<file path="config.mk">
export PLATFORM = sky130hd
export DESIGN_NAME = instr_arbiter
export DESIGN_NICKNAME = d
export VERILOG_FILES = /design/src/rtl/instr_arbiter.sv
export SDC_FILE = /design/constraint.sdc
export NUM_CORES = 1
export LEC_CHECK = 0
export CELL_PAD_IN_SITES_DETAIL_PLACEMENT = 1
export CELL_PAD_IN_SITES_GLOBAL_PLACEMENT = 1
export CORE_ASPECT_RATIO = 1.75
export CORE_UTILIZATION = 47
export DETAILED_ROUTE_END_ITERATION = 10
export HOLD_SLACK_MARGIN = 0.03
export PLACE_DENSITY_LB_ADDON = 0.1
export REMOVE_ABC_BUFFERS = 1
export SYNTH_ARGS = -nofsm -noshare
export SYNTH_HDL_FRONTEND = slang
export SYNTH_SLANG_ARGS = --single-unit
</file>
<file path="constraint.sdc">
create_clock -name clk -period 4.8 [get_ports clk]
set_input_delay 0.72 -clock clk [delete_from_list [all_inputs] [get_ports clk]]
set_output_delay 0.72 -clock clk [all_outputs]
set_load 0.05 [all_outputs]
</file>
<file path="src/rtl/instr_arbiter.sv">
// Shared instruction store with a round-robin fetch arbiter for NSM state machines.
// Host writes take the whole cycle. A fetched word lands in the requester's held slot one cycle after its grant.
module instr_arbiter #(
    parameter int NSM = 4,
    parameter int AW  = 5,
    parameter int DW  = 16
) (
    input  logic              clk,
    input  logic              reset,
    input  logic              wr_en,
    input  logic [AW-1:0]     wr_addr,
    input  logic [DW-1:0]     wr_data,
    input  logic [NSM-1:0]    req,
    input  logic [NSM*AW-1:0] pc,
    output logic [NSM*DW-1:0] instr,
    output logic [NSM-1:0]    valid,
    output logic              stall
);

    localparam int PW    = (NSM > 1) ? $clog2(NSM) : 1;
    localparam int DEPTH = 1 << AW;

    logic [DEPTH-1:0][DW-1:0] mem_q, mem_d;
    logic [NSM-1:0][DW-1:0]   instr_q, instr_d;
    logic [NSM-1:0]           valid_q, valid_d;
    logic [PW-1:0]            ptr_q, ptr_d;

    logic [NSM-1:0][AW-1:0]   pc_v;
    logic [NSM-1:0]           gnt;
    logic                     gnt_any;
    logic [PW-1:0]            gnt_idx;
    logic [PW:0]              scan;
    logic [PW:0]              ptr_nxt;
    logic [AW-1:0]            rd_addr;
    logic [DW-1:0]            rd_data;

    assign pc_v  = pc;
    assign stall = wr_en;
    assign instr = instr_q;
    assign valid = valid_q;

    // Round-robin scan starting at ptr; a host write suppresses every grant.
    always_comb begin
        gnt     = '0;
        gnt_any = 1'b0;
        gnt_idx = '0;
        scan    = '0;
        if (!wr_en) begin
            for (int k = 0; k < NSM; k++) begin
                scan = {1'b0, ptr_q} + (PW+1)'(k);
                if (scan >= (PW+1)'(NSM))
                    scan = scan - (PW+1)'(NSM);
                if (!gnt_any && req[scan[PW-1:0]]) begin
                    gnt_any                = 1'b1;
                    gnt_idx                = scan[PW-1:0];
                    gnt[scan[PW-1:0]]      = 1'b1;
                end
            end
        end
    end

    always_comb begin
        ptr_nxt = {1'b0, gnt_idx} + 1'b1;
        ptr_d   = ptr_q;
        if (gnt_any)
            ptr_d = (ptr_nxt == (PW+1)'(NSM)) ? '0 : ptr_nxt[PW-1:0];
    end

    // Writes and fetches are mutually exclusive, so the read never sees a same-cycle write.
    assign rd_addr = pc_v[gnt_idx];
    assign rd_data = mem_q[rd_addr];

    always_comb begin
        mem_d = mem_q;
        if (wr_en)
            mem_d[wr_addr] = wr_data;
    end

    assign valid_d = gnt;

    for (genvar i = 0; i < NSM; i++) begin : g_slot
        always_comb begin
            instr_d[i] = instr_q[i];
            if (gnt[i])
                instr_d[i] = rd_data;
        end
    end

    always_ff @(posedge clk or negedge reset) begin
        if (!reset) begin
            mem_q   <= '0;
            instr_q <= '0;
            valid_q <= '0;
            ptr_q   <= '0;
        end else begin
            mem_q   <= mem_d;
            instr_q <= instr_d;
            valid_q <= valid_d;
            ptr_q   <= ptr_d;
        end
    end

endmodule

</file>
## Yosys cells after proc, flatten, opt, wreduce, memory -nomap -nowiden

Cells that the tools add are included.

- Bitwise operators: 3
- $lt $le $gt $ge: 16
- Muxes and demuxes: 53
- Eq/ne operators: 1
- Reductions and logical operators: 11
- Add/subtract/negate cells: 8

Operator list:

| cell | number |
|---|---|
| bitwise mux 512 bit | 1 |
| binary-select mux 16 bit (select 5 bit) | 1 |
| demux 16 bit (select 5 bit) | 1 |
| two-way mux 16 bit | 2 |
| two-way mux 4 bit | 8 |
| two-way mux 2 bit | 14 |
| two-way mux 1 bit | 16 |
| < comparator 2 x 3 -> 1 bit (second input constant) | 5 |
| < comparator 5 x 6 -> 1 bit (second input constant) | 2 |
| bitwise OR 4 bit | 3 |
| binary-select mux 5 bit (select 2 bit) | 1 |
| >= comparator 3 bit (second input constant) | 3 |
| binary-select mux 1 bit (select 2 bit) | 4 |
| demux 1 bit (select 2 bit) | 4 |
| >= comparator 2 x 1 -> 1 bit (second input constant) | 4 |
| logical AND 1 bit | 8 |
| subtractor 2 x 1 -> 2 bit (second input constant) | 4 |
| adder 2 x 1 -> 3 bit (second input constant) | 2 |
| adder 2 x 2 -> 3 bit (second input constant) | 2 |
| >= comparator 5 x 1 -> 1 bit (second input constant) | 1 |
| two-way mux 5 bit | 1 |
| equality test 3 bit (second input constant) | 1 |
| >= comparator 2 x 3 -> 1 bit (second input constant) | 1 |
| zero test 1 bit | 3 |

- Register bits after elaboration: 582

## Logic depth before layout (Yosys ltp)

Gate-level depths: netlist (run 1).

- Depth after elaboration: 23
- Depth in mapped cells: 17
- Depth with buffers taken out: 12

## Worst setup path after synthesis (run 1)

No wires, ideal clock.

- Path kind: register to register
- Start point: reg ptr_q[0]
- End point: reg instr_q, in the netlist instr[0]
- Setup slack: 0.475 ns
- Period minus slack after synthesis: 4.325 ns
- Required time: 4.659 ns
- Arrival: 4.184 ns
- Stages on the path, launching flop included: 16
- Setup time: 0.141 ns
- Path through: dfrtp_1 buf_2 inv_1 ha_1 mux4_2 nor2b_4 a221o_1 nor2_4 mux2i_1 mux2_2 buf_2 buf_1 mux2i_1 o2111a_1 nor3_2 a31oi_1

- Longest elaborated chain between the ends: 23

RTL lines:

| what | line | source |
|---|---|---|
| start: declaration | 26 | `logic [PW-1:0] ptr_q, ptr_d;` |
| start signal: assignment | 99 | `ptr_q <= ptr_d;` |
| >= comparator 2 x 3 -> 1 bit or subtractor 2 x 1 -> 2 bit (tied branches) | 51, 52 |  |
| two-way mux 2 bit | 51 | `if (scan >= (PW+1)'(NSM))` |
| two-way mux 2 bit | 48 | `if (!wr_en) begin` |
| binary-select mux 1 bit (select 2 bit) | 53 | `if (!gnt_any && req[scan[PW-1:0]]) begin` |
| two-way mux 1 bit (implied by the code) | 53 |  |
| two-way mux 1 bit | 53 |  |
| two-way mux 1 bit | 48 |  |
| zero test 1 bit | 53 |  |
| [7 not listed] | -- |  |
| zero test 1 bit | 53 |  |
| logical AND 1 bit | 53 |  |
| two-way mux 2 bit | 53 |  |
| two-way mux 2 bit | 48 |  |
| binary-select mux 5 bit (select 2 bit) | 70 | `assign rd_addr = pc_v[gnt_idx];` |
| two-way mux 5 bit (implied by the code) | 70 |  |
| binary-select mux 16 bit (select 5 bit) | 71 | `assign rd_data = mem_q[rd_addr];` |
| two-way mux 16 bit (implied by the code) | 71 |  |
| end signal: assignment | 97 | `instr_q <= instr_d;` |
| end: declaration | 24 | `logic [NSM-1:0][DW-1:0] instr_q, instr_d;` |

Several ways; a longest one is shown, not always the timed one. The select of a mux whose other input is x is not followed.
A chain may end at the register's enable or synchronous reset.

## Worst setup path in the final report (run 1)

- Start point: reg ptr_q[0]
- End point: reg instr_q, in the netlist instr[46]

The elaborated chain is that of the path after synthesis.

==> results of run 1 <==
-- final cells by class --
class | instances | area [µm²]
Fill cell | 6028 | 25900
Clock buffer | 87 | 1740
Multi-Input combinational cell | 1562 | 12900
Sequential cell | 582 | 14600
Clock inverter | 17 | 231
Antenna cell | 1 | 2.50
Tap cell | 780 | 976
Inverter | 2 | 7.51
Timing Repair Buffer | 304 | 3000
-- layout by cell type, fill, tap and decap left out, types with 4 or more instances in the layout --
| master | Yosys | routed |
|---|---|---|
| dfrtp_1 | 582 | 582 |
| mux2_2 | 515 | 515 |
| buf_4 | 2 | 154 |
| a31oi_1 | 125 | 125 |
| nand2_1 | 119 | 118 |
| clkdlybuf4s50_1 | 0 | 115 |
| and3_1 | 98 | 98 |
| nand3_1 | 99 | 97 |
| nor2_1 | 101 | 92 |
| a211oi_1 | 88 | 88 |
| mux2i_1 | 89 | 86 |
| a311oi_1 | 65 | 65 |
| o21ai_0 | 63 | 63 |
| clkbuf_16 | 0 | 58 |
| a22oi_1 | 34 | 34 |
| buf_12 | 0 | 34 |
| nand4_1 | 27 | 27 |
| nor3_2 | 25 | 25 |
| clkbuf_8 | 0 | 18 |
| o2111a_1 | 15 | 15 |
| clkbuf_1 | 196 | 11 |
| a211oi_2 | 10 | 10 |
| o32ai_2 | 11 | 10 |
| o211ai_1 | 8 | 8 |
| ha_1 | 8 | 8 |
| clkinv_2 | 0 | 8 |
| nor3_1 | 7 | 7 |
| nor3b_1 | 5 | 5 |
| nor2_4 | 1 | 5 |
| nor2_2 | 0 | 5 |
| o32ai_1 | 5 | 5 |
| bufinv_16 | 0 | 5 |
| nand3b_1 | 4 | 4 |
| a221oi_1 | 4 | 4 |
-- per-stage QoR --
stage / power [µW] / utilization (%) / cell area [µm²] / TNS [ns] / hold slack [ns]
2_1_floorplan: 12600 / - / 27300 / -440.22 / 0.424
3_3_place_gp: 16900 / 53.0 / 31400 / -2.60 / 0.478
3_5_place_dp: 17300 / 53.0 / 31400 / -5.54 / 0.484
4_1_cts: 22100 / 56.3 / 33400 / 0 / 0.214
5_1_grt: 23000 / 56.3 / 33400 / 0 / 0.187
6_report: 22100 / 56.3 / 33400 / 0 / 0.127
-- power by group through the flow --
stage / Sequential, µW / Clock [µW] / Combinational (µW)
6_report: 6740 / 4760 / 10600
5_1_grt: 6880 / 4990 / 11200
4_1_cts: 6740 / 4830 / 10600
3_5_place_dp: 6810 / 0 / 10500
3_3_place_gp: 6710 / 0 / 10200
2_1_floorplan: 7650 / 0 / 4970
-- synthesized netlist by cell type (all sizes together), types with 2 or more instances --
library cell  count
or3b              3
dfrtp           582
nor3             32
a221oi            4
a211o             2
o32ai            16
clkbuf          196
nor2            102
nand3b            4
ha                8
mux2i            89
or2               5
mux2            515
nand3            99
a221o             2
buf              41
nand4            27
and3             98
nand2           120
a211oi           98
o21ai            65
nor4              2
or3               3
o2111a           15
inv               2
a311oi           65
a31oi           125
nor3b             5
mux4              2
a21boi            2
a22oi            34
o211ai            8
a41oi             2
-- worst min path at each step --
stage	start	end	slack [ns]	cells after the start
final	reset	mem_q[90]	0.13	1
after detailed placement	mem_q[177]	mem_q[177]	0.48	1
after floorplan	reset	instr[0]	0.42	0
after global routing	reset	mem_q[55]	0.19	1
after CTS	reset	mem_q[87]	0.21	1
after global placement	mem_q[180]	mem_q[180]	0.48	1
-- repair_timing --
| action | CTS | global route |
|---|---|---|
| pin swaps | 0 | 0 |
| endpoints found under the setup margin | 4 | 3 |
| gates resized for setup | 1 | 2 |
-- sequential cells by signal, summed over array words and instances (netlist names) --
name / count
instr: 64
ptr_q: 2
valid: 4
mem_q: 512
-- kinds of logic after synthesis --
kind of cell    synth area share [%]
mux                             23.8
flops                           51.5
simple gates                    9.15
compound gates                  11.8
buf+inv                         3.42
fa+ha+maj                      0.354
xor+xnor                      0.0309
-- per-layer routing --
| metal | wire length (µm) | up-vias |
|---|---|---|
| met4 | 5090 | 4 |
| met2 | 49000 | 522 |
| met1 | 37300 | 11300 |
| li1 | - | 9151 |
| met5 | 25 | - |
| met3 | 3510 | 206 |
==> out/metrics.cfg, run 1 <==
[global_routing]
grt_pass1_vias=23500
grt_use_total_pct=31.6
grt_antenna_before_repair=2
grt_max_degree=112
top_usage_layer=met2
grt_overflow=0
grt_pass1_wl_um=147000
use_met3_pct=4.05
global_route.usage.met1_pct=37.7
grt_use_met2_pct=56.0

[synthesis]
synth_area_leaders=dfrtp_1, mux2_2, mux2i_1
yosysSeqAreaShare_pct=51.5
synth_edf_count=0
synth_top_area_share_pct=51.5
syn_area_per_cell_um2=11.9
netlist_area_um2=28300
ys_warn_count=0
ys_ff_latch=582
synthFlopType=dfrtp_1
ys_async_sr_fraction_pct=100
synthCells=2383
yosysTopAreaCell=dfrtp_1
ys_types=55

[timing]
worst_slew_pin_slew_ns=1.19
hold_violations=0
skew_ns=0.0223
finalCritPeriodShare_pct=95.7
setup_viol=0
fmax_mhz=218
max_slew_margin_pct=20.4
drv_slew=0
min_period_ns=4.59
setup_slack_ns=0.207
rsz0062_at_grt=false

[final_layout]
layout-drive-gt1-share_pct=34.3
num-nets-final=2564
final_cells=3335
syn_to_final_growth_pct=18.1

[setup_path]
worstSetupEndpointType=register
required_ns=5.27
crit_buf_inv=4
start_kind=register
worst-path-max-fanout=23
rr_worst_depth=15
cp.depth=15
worstSetupEndpoint=instr[46]
cpLargestDelayFamily=simple AND/OR/NAND/NOR gates
critical_path_class=register to register
critPathMostFrequentCell=buf_4
cp-startpoint=ptr_q[0]
reg2reg_from=ptr_q[0]
r2r_slack_ns=0.21
crit_chain=inv_1 > ha_1 > mux4_2 > nor2b_4 > a221o_1 > nor2_4 > buf_12 > nand3_4 > buf_4 > and3_1 > a211oi_1 > a311oi_1 > nor4_2 > buf_4 > a31oi_1
crit_path_max_incr_delay_ns=0.64
cpMaxStageDelayCell=nor4_2
arrival_ns=5.06
r2r_end=instr[46]

[placement]
place.gp.congestion=0.843
io_buffers=116
place_ws_ns=-0.544
hpwl_um=59500
dp.cells=3230

[power_and_ir_drop]
p_comb_share_pct=47.9
switching_share_pct=41.4
seqPwrFrac_pct=30.5
ir_drop_v=0.000427
power.share.clock_pct=21.6
p_int_uw=12900
p_per_area_nw_per_um2=660
p_switching_uw=9130
p_leak_uw=0.0147

[clock_network]
cts_root_buf=clkbuf_16
cts_buffers=56
post-cts-setup-buffers=0
cts_max_path_buffers=3
cts.reportedPaths.clkPinSlew_ns=0.07
cts_hold_buf=0
cts_tree=built
h-tree-depth=2
cts_sinks=582
clk_latency_ns=0.64

[routing]
postRouteWirelength_um=94900
drt_iter0_drc=1091
firstDrtPassIters=5
via_count=21200
drc=0
vias_per_cell=6.35
wl_per_cell_um=28.5
postRouteAntennaNets=0

[floorplanning]
coreArea_um2=59400
die_w_um=188
start_util_pct=47.7
die_h_um=327
rows=118
io-pin-count=117
die_area_um2=61200

[hold_path]
min_path_type=input port to asynchronous set/reset pin

[job]
maxCapViolations=0

[run_status]
status=complete, no violations

Power figures use the tool's default switching activity.
==> inputs of run 2 (changes only) <==
- CORE_UTILIZATION: 47 -> 50
==> run 2 against run 1 <==
Design area shrank 1.5%. Core utilization grew 2.4 points. Clock power shrank 8.2%. Via count shrank 0.29%. Clock-buffer cell count shrank 7. Critical path depth shrank 1. Sequential power is essentially flat. Global-route usage grew 1.6 points. Sequential share of layout area grew 0.66 points. Critical endpoint is now instr[23]. Largest cell class unchanged.
==> out/metrics.cfg, run 2 (same netlist as run 1, synthesis figures left out) <==
[run_status]
status=complete, no violations

[setup_path]
worstSetupEndpointType=register
required_ns=5.24  ; -0.03 ns
worst-path-max-fanout=30  ; +30%
critical_path_class=register to register
arrival_ns=5.09  ; +0.03 ns
start_kind=register

[floorplanning]
die_area_um2=57600  ; -5.9%
die_h_um=317  ; -3.0%
io-pin-count=117  ; unchanged
coreArea_um2=56100  ; -5.5%
rows=115  ; -2.5%
die_w_um=182  ; -3.0%
start_util_pct=50.4  ; +2.7 points

[final_layout]
final_cells=3212  ; -3.7%
syn_to_final_growth_pct=16.3
num-nets-final=2525  ; -1.5%
regArea_um2=14600  ; unchanged
regMostFlops=mem_q
layout_common_cells=dfrtp_1, mux2_2, a31oi_1
layout-drive-gt1-share_pct=33.0  ; -1.3 points
insertedDiodeCount=0  ; -1
fin_area_um2=32900  ; -1.5%
largest_reg_flops=512  ; unchanged
num-fill-cells=5637  ; -6.5%
final_common_cell=dfrtp_1
multiInputGateArea_um2=12900  ; -0.15%

[routing]
wl_per_cell_um=28.9  ; +1.6%
drt_iter0_drc=1128  ; +3.4%
vias_per_cell=6.57  ; +3.5%
drc=0  ; unchanged
postRouteWirelength_um=92900  ; -2.1%
postRouteAntennaNets=0  ; unchanged
via_count=21100  ; -0.29%
firstDrtPassIters=6  ; +1

[power_and_ir_drop]
ir_drop_v=0.000510  ; +19%
p_comb_share_pct=47.9  ; about the same
p_per_area_nw_per_um2=648  ; -1.8%
seqPwrFrac_pct=31.6  ; +1.1 points
p_leak_uw=0.0145  ; -1.5%
power.share.clock_pct=20.5  ; -1.1 points
switching_share_pct=41.9  ; +0.48 points
p_int_uw=12400  ; -4.1%
p_switching_uw=8940  ; -2.2%

[timing]
hold_violations=0  ; unchanged
worst_slew_pin_slew_ns=1.25  ; +0.0594 ns
drv_slew=0  ; unchanged
fmax_mhz=215  ; -1.2%
finalCritPeriodShare_pct=96.9  ; +1.2 points
setup-tns-final_ns=0  ; unchanged
rsz0062_at_grt=false
skew_ns=0.0101  ; -0.0123 ns
setup_viol=0  ; unchanged
min_period_ns=4.65  ; +0.0578 ns
max_slew_margin_pct=16.4  ; -4.0 points

[global_routing]
grt_use_met2_pct=59.9  ; +3.8 points
grt_pass1_vias=23500  ; +0.20%
grt_pass1_wl_um=145000  ; -1.2%
grt_max_degree=85  ; -24%
grt_antenna_before_repair=0  ; -2
grt_overflow=0  ; unchanged
grt_use_total_pct=33.2  ; +1.6 points
global_route.usage.met1_pct=38.5  ; +0.81 points
use_met3_pct=3.61  ; -0.44 points
top_usage_layer=met2

[placement]
dp.cells=3115  ; -3.6%
place.gp.congestion=0.825  ; -2.1%
io_buffers=116  ; unchanged
hpwl_um=60300  ; +1.3%
placement.cell_area_um2=31100  ; -0.92%

[clock_network]
cts_max_path_buffers=3  ; unchanged
cts_root_buf=clkbuf_16
cts_buffers=54  ; -3.6%
h-tree-depth=2  ; unchanged
cts_sinks=582  ; unchanged
clk_latency_ns=0.62  ; -0.02 ns
cts_hold_buf=0  ; unchanged
cts_tree=built
cts.reportedPaths.clkPinSlew_ns=0.07  ; about the same

[hold_path]
min_path_type=input port to asynchronous set/reset pin

[job]
maxCapViolations=0  ; unchanged

run 2: cell count changes in the layout (fill, tap and decap cells not counted), sizes merged:
cell / previous run / this run
buf: 189 / 153
bufinv: 5 / 2
clkbuf: 87 / 80
clkdlybuf4s50: 115 / 114
clkinv: 10 / 12
diode: 1 / 0
inv: 3 / 4
run 2: path summary, 6_finish.rpt:
path | end | cells after the start | slack, ns | start
max | instr[23] | 14 | 0.15 | ptr_q[1]
min | mem_q[246] | 1 | 0.08 | reset
max reg2reg | instr[23] | 14 | 0.15 | ptr_q[1]
min reg2reg | mem_q[182] | 1 | 0.50 | mem_q[182]
max in group asynchronous | instr[31] | 2 | 3.55 | reset
min in group clk | mem_q[182] | 1 | 0.50 | mem_q[182]
run 2: metrics by stage:
stage	utilization, %	power [µW]	worst slack [ns]	hold slack, ns
after floorplan	-	12600	-6.89	0.424
final	58.7	21300	0.149	0.0840
after global placement	55.5	16500	-0.0138	0.479
after detailed placement	55.5	17000	-0.0725	0.485
after CTS	58.7	21400	0.0631	0.131
after global routing	58.7	22300	0.0324	0.138
run 2: what timing repair did:
| action | in CTS | in global routing |
|---|---|---|
| gates resized for setup | 0 | 1 |
| setup buffers | 0 | 0 |
| setup endpoints to repair | 0 | 2 |
run 2: metal layers:
metal  up-vias  wire length, µm
met5         -                0
met4         0             5540
met3       216             3050
met2       491            48800
met1     11300            35500
li1       9086                -
run 2: power groups by stage:
stage | combinational [µW] | clock [µW] | sequential [µW]
after floorplan | 4970 | 0 | 7650
after global placement | 9810 | 0 | 6720
after detailed placement | 10100 | 0 | 6810
after CTS | 10200 | 4460 | 6730
after global routing | 10800 | 4630 | 6860
final | 10200 | 4370 | 6730
run 2: final cells by class:
cell class	instances	area share (%)
Multi-Input combinational cell	1562	39.1
Clock inverter	17	0.475
Sequential cell	582	44.2
Tap cell	702	2.67
Inverter	2	0.0228
Timing Repair Buffer	267	8.57
Clock buffer	80	4.92
run 2: critical path, stage by stage, from the launching register on:
cell      delay, ns
dfrtp_1        0.35
inv_1          0.11
ha_2           0.44
mux4_2         0.60
nor2b_4        0.16
a221o_1        0.41
or2_1          0.39
o32a_2         0.54
buf_12         0.22
mux2i_1        0.25
mux2i_1        0.13
o2111a_1       0.36
nor3_2         0.22
buf_4          0.18
a31oi_1        0.09
==> edit 1 (config.mk and constraints of run 2) <==
The parameter `DW` goes from 16 to 20.
--- a/src/rtl/instr_arbiter.sv
+++ b/src/rtl/instr_arbiter.sv
@@ -3,7 +3,7 @@
 module instr_arbiter #(
     parameter int NSM = 4,
     parameter int AW  = 5,
-    parameter int DW  = 16
+    parameter int DW  = 20
 ) (
     input  logic              clk,
     input  logic              reset,
Ports: changed (resized instr and wr_data); port bits go from 117 to 137. The function was not compared with the original's and may differ.
==> edit 1 against run 2 <==
Sequential cell count is 144 higher. Non-clock buffer count is 4 lower. Total power is 13% higher. Sequential power is 24% higher. Final area is 19% higher. Synthesized area is 19% higher. Setup slack better by 0.088 ns. Routed wire length is 9.0% higher. Critical endpoint is now instr[33].
==> edit 1: results (changes against run 2) <==
stage	metric	value	unit	change
routing	post_drt_wl_per_cell	26.9	µm	was 28.9 µm
synth	synth_cell_type_count	60		was 55
clock_tree	cts_made_buffers	70		was 54
layout	seqCellArea	18200	µm²	was 14,600 µm²
grt	grt_usage	30.7	%	was 33.2%
clock_tree	clk_path_buf_depth	3		unchanged
synth	async_flop_share	100	%	unchanged
synth	synthTopCellsByCount	dfrtp_1, mux2_2, clkbuf_1		unchanged
layout	largest-register	mem_q		unchanged
clock_tree	hold_buffers	0		unchanged
worst_setup_path	rrSetupSlack	0.24	ns	was 0.15 ns
clock_tree	clk_latency	0.64	ns	was 0.62 ns
routing	firstDrtPassIters	5		was 6
placed_design	port_buffers	136		was 116
grt	grt_max_degree	107		was 85
clock_tree	clk_pin_slew	0.06	ns	
placed_design	post-dp-hpwl	66200	µm	was 60,300 µm
synth	netlist_top_cells_area	dfrtp_1, mux2_2, mux2i_1		unchanged
grt	grt_pass1_vias	26212		was 23.5k
grt	grt_pass1_wl	160000	µm	was 145,000 µm
placed_design	place_congestion	0.908		was 0.825
status	status	completed		unchanged
layout	fin_nets	2885		was 2,525
grt	antenna_found_initial	0		unchanged
pwr	p_leak	17.4	nW	was 14.5 nW
routing	first_iter_violations	1370		was 1,128
synth	ys.flop_type	dfrtp_1		unchanged
worst_setup_path	worst-endpoint-arrival	5.05	ns	was 5.09 ns
layout	largest_reg_flops	640		was 512
worst_setup_path	r2r_cells	15		was 14
clock_tree	htreeDepth	3		was 2
sta	tightestPinTransition	1.31	ns	was 1.25 ns
sta	whs	0.120	ns	was 0.0840 ns
synth	yosysSeqAreaShare	53.9	%	was 51.5%
worst_setup_path	crit_fanout	20		was 30
worst_setup_path	path_delay_family	simple AND/OR/NAND/NOR gates		was compound AO/OA/AOI/OAI gates
sta	fin_skew	0.0320	ns	was 0.0101 ns
clock_tree	clockRootBuffer	clkbuf_16		unchanged
synth	ys_warn_count	0		unchanged
min_path	hold_path_class	in -> async		unchanged
layout	fillers	6567		was 5,637
layout	drive_gt1_share	34.2	%	was 33.0%
worst_setup_path	cpMaxStageDelayCell	mux4_2		unchanged
pwr	vdd_ir_drop_max	334	µV	was 510 µV
placed_design	place_area	36700	µm²	was 31,100 µm²
layout	diodes	0		unchanged
placed_design	dp_slack	-0.0946	ns	was -0.0725 ns
worst_setup_path	reg2reg_to	instr[33]		was instr[23]
worst_setup_path	critPathMaxStageDelay	0.56	ns	was 0.60 ns
worst_setup_path	r2r_start	ptr_q[0]		was ptr_q[1]
routing	vias	23406		was 21.1k
## edit 1: cell types whose count changed after synthesis, moves of 30 or more
cell,change
and3_1,-34
nor2_1,+76
a311oi_1,-63
mux2_2,+134
dfrtp_1,+144
o22ai_1,+39
a21oi_1,+61
a22oi_1,-30
## edit 1: stage by stage
stage               power (mW)  std cells
floorplan                 14.3       2490
global placement          17.8       3642
detailed placement        18.3       3642
CTS                       24.2       3768
global route              25.2       3768
finish                    24.0       3768
## edit 1: timing repair
item                       CTS  global route
resized for setup            0             1
buffers inserted             0             0
setup endpoints to repair    0             1
## edit 1: per-layer routing
| metal | share of wire [%] | up-vias | global-route usage (%) |
|---|---|---|---|
| met5 | 0 | - | 0 |
| met4 | 3.4 | 0 | 11.8 |
| met3 | 4.0 | 209 | 4.32 |
| met2 | 51 | 553 | 53.2 |
| met1 | 41 | 12477 | 38.5 |
| li1 | - | 10167 | - |
## edit 1: logic make-up after synthesis
| logic type | synth area share (%) |
|---|---|
| buffers and inverters | 3.27 |
| xor gates and xnor gates | 0.0779 |
| and+or+nand+nor | 8.00 |
| muxes | 25.6 |
| AOI/OAI and AO/OA | 8.91 |
| adders and majority gates | 0.297 |
| DFF | 53.9 |
## edit 1: layout make-up
type                       instances  area share (%)
clock buffer                     103            5.35
tap                              889            2.85
inverter                           5          0.0480
multi-input combinational       1759            37.4
sequential                       726            46.5
clock inverter                    23           0.829
timing repair buffer             263            6.99
## edit 1: how the worst max path moves through the flow
| stage | endpoint | depth (start not counted) | slack, ns | start |
|---|---|---|---|---|
| floorplan | instr[10] | 12 | -3.53 | ptr_q[0] |
| global placement | instr[73] | 13 | 0.06 | req[3] |
| detailed placement | instr[33] | 13 | -0.09 | req[3] |
| CTS | instr[28] | 15 | 0.25 | ptr_q[0] |
| global route | instr[28] | 14 | 0.03 | ptr_q[0] |
| finish | instr[33] | 15 | 0.24 | ptr_q[0] |
## edit 1: where the power goes
| group | switching (mW) | total [mW] | internal [mW] |
|---|---|---|---|
| registers | 0.774 | 8.34 | 7.57 |
| clock network | 2.43 | 5.83 | 3.41 |
| logic | 6.08 | 9.85 | 3.77 |
==> edit 2 (settings of run 2) <==
Without the edit above. Make the reset (`reset`) synchronous in one clocked block.
--- a/src/rtl/instr_arbiter.sv
+++ b/src/rtl/instr_arbiter.sv
@@ -86,7 +86,7 @@
         end
     end
 
-    always_ff @(posedge clk or negedge reset) begin
+    always_ff @(posedge clk) begin
         if (!reset) begin
             mem_q   <= '0;
             instr_q <= '0;
Function: changed (a bounded check fails within 4 cycles, from zero or initial values and one cycle with reset low; the reset may be asserted at any time).
==> edit 2 against run 2 <==
Cell count grew 23%. Count of clock-buffer cells in the layout grew 1. Final area shrank 7.5%. Synthesized area shrank 5.5%. Routed wire length grew 2.9%. Critical path depth shrank 1. Setup slack lost 0.074 ns. Highest routed layer unchanged. Sequential share of layout area shrank 6.0 points. Synthesized cell count grew 34%. Die area shrank 5.5%. Sequential cell count is the same.
Power is not compared: it rests on default switching activity, and its combinational part moved more than twofold at a synthesized area within 25%.
==> edit 2: results (changes against run 2) <==
stage	metric	value	unit	change
clock_tree	clk_path_buf_depth	3		unchanged
placed_design	place_congestion	0.940		was 0.825
status	status	completed		unchanged
layout	largest_reg_flops	512		unchanged
pwr	vdd_ir_drop_max	326	µV	
grt	grt_pass1_wl	145000	µm	about the same
routing	first_iter_violations	1288		was 1,128
synth	async_flop_share	0	%	was 100%
placed_design	port_buffers	116		unchanged
synth	avgSynthCellArea	8.40	µm²	was 11.9 µm²
layout	final_cells	3938		was 3,212
routing	drc_errors	0		unchanged
routing	firstDrtPassIters	5		was 6
grt	antenna_found_initial	0		unchanged
routing	vias	23554		was 21.1k
routing	totalWireLength	95600	µm	was 92,900 µm
pwr	p_leak	10.5	nW	
placed_design	dp_cells	3844		was 3,115
grt	grt_pass1_vias	25256		was 23.5k
sta	slew_headroom	29.1	%	was 16.4%
clock_tree	cts_setup_buffers	0		unchanged
placed_design	dp_slack	-0.195	ns	was -0.0725 ns
placed_design	place_area	28700	µm²	was 31,100 µm²
layout	largest-register	mem_q		unchanged
clock_tree	cts_made_buffers	53		was 54
grt	grt_usage	35.1	%	was 33.2%
clock_tree	clockRootBuffer	clkbuf_16		unchanged
worst_setup_path	critPathMaxStageDelay	0.66	ns	was 0.60 ns
placed_design	post-dp-hpwl	64800	µm	was 60,300 µm
sta	fin_skew	0.0208	ns	was 0.0101 ns
grt	grt_max_degree	165		was 85
synth	yosysSeqAreaShare	43.6	%	was 51.5%
worst_setup_path	worst-endpoint-arrival	5.21	ns	was 5.09 ns
synth	ys.flop_type	dfxtp_1		was dfrtp_1
synth	synth_cell_type_count	58		was 55
clock_tree	htreeDepth	2		unchanged
grt	gr-total-overflow	0		unchanged
min_path	hold_path_class	reg -> reg		was in -> async
synth	ys_warn_count	0		unchanged
worst_setup_path	crit_fanout	32		was 30
layout	fin_nets	3277		was 2,525
synth	netlist_top_cells_area	dfxtp_1, nand2_1, a21boi_0		was dfrtp_1, mux2_2, mux2i_1
clock_tree	clk_latency	0.62	ns	about the same
worst_setup_path	cpMaxStageDelayCell	mux4_2		unchanged
synth	synthTopCellsByCount	nand2_1, dfxtp_1, a21boi_0		was dfrtp_1, mux2_2, clkbuf_1
clock_tree	clk_pin_slew	0.07	ns	about the same
layout	drive_gt1_share	9.76	%	was 33.0%
edit 2: per-layer routing:
metal	wire [µm]	GRT usage, %
met5	0	0
met4	9330	30.8
met3	3910	4.18
met2	48000	63.0
met1	34400	35.5
edit 2: metrics by stage:
stage	utilization, %	setup TNS [ns]	hold WS, ns
2_1_floorplan	-	-359.09	0.440
3_3_place_gp	54.5	-1.61	0.447
3_5_place_dp	54.5	-3.33	0.457
4_1_cts	57.8	0	0.466
5_1_grt	57.9	0	0.480
6_report	57.9	0	0.463
edit 2: final cells by class:
| type | count | area [µm²] |
|---|---|---|
| flip-flops and latches | 582 | 11700 |
| repair buffers | 241 | 2290 |
| diodes | 1 | 2.50 |
| multi-input cells | 2335 | 13900 |
| clock inverters | 12 | 164 |
| fillers | 6190 | 22200 |
| clock buffers | 81 | 1590 |
| inverters | 8 | 30.0 |
| well taps | 678 | 848 |
edit 2: power breakdown:
group          internal (mW)  total [mW]  switching (mW)
registers               4.96        5.03          0.0721
logic                  0.922        2.56            1.63
clock network           2.45        4.35            1.91
total                   8.33        11.9            3.61
edit 2: what timing repair did:
action                     CTS  global route
hold buffers                 0             0
setup endpoints to repair    0            19
resized for setup            0             4
edit 2: cell families after synthesis:
| kind of cell | share of synthesized area [%] |
|---|---|
| compound gates | 22.8 |
| xor+xnor | 0.0328 |
| fa+ha+maj | 0.374 |
| buf+inv | 4.74 |
| flops | 43.6 |
| mux | 10.8 |
| simple gates | 17.7 |
edit 2: final timing paths:
path                                  from    endpoint  slack (ns)  cells past startpoint
worst max-delay path              ptr_q[1]   instr[36]        0.08                     13
worst min-delay path            mem_q[153]  mem_q[153]        0.46                      2
worst max register to register    ptr_q[1]   instr[36]        0.08                     13
worst min register to register  mem_q[153]  mem_q[153]        0.46                      2
edit 2: worst max-delay path, delay by kind of cell (launching register included):
kind | cells | cell delay, ns
simple gates | 2 | 0.81
buf+inv | 3 | 0.66
flops | 1 | 0.34
mux | 3 | 1.21
fa+ha+maj | 1 | 0.48
compound gates | 4 | 1.03
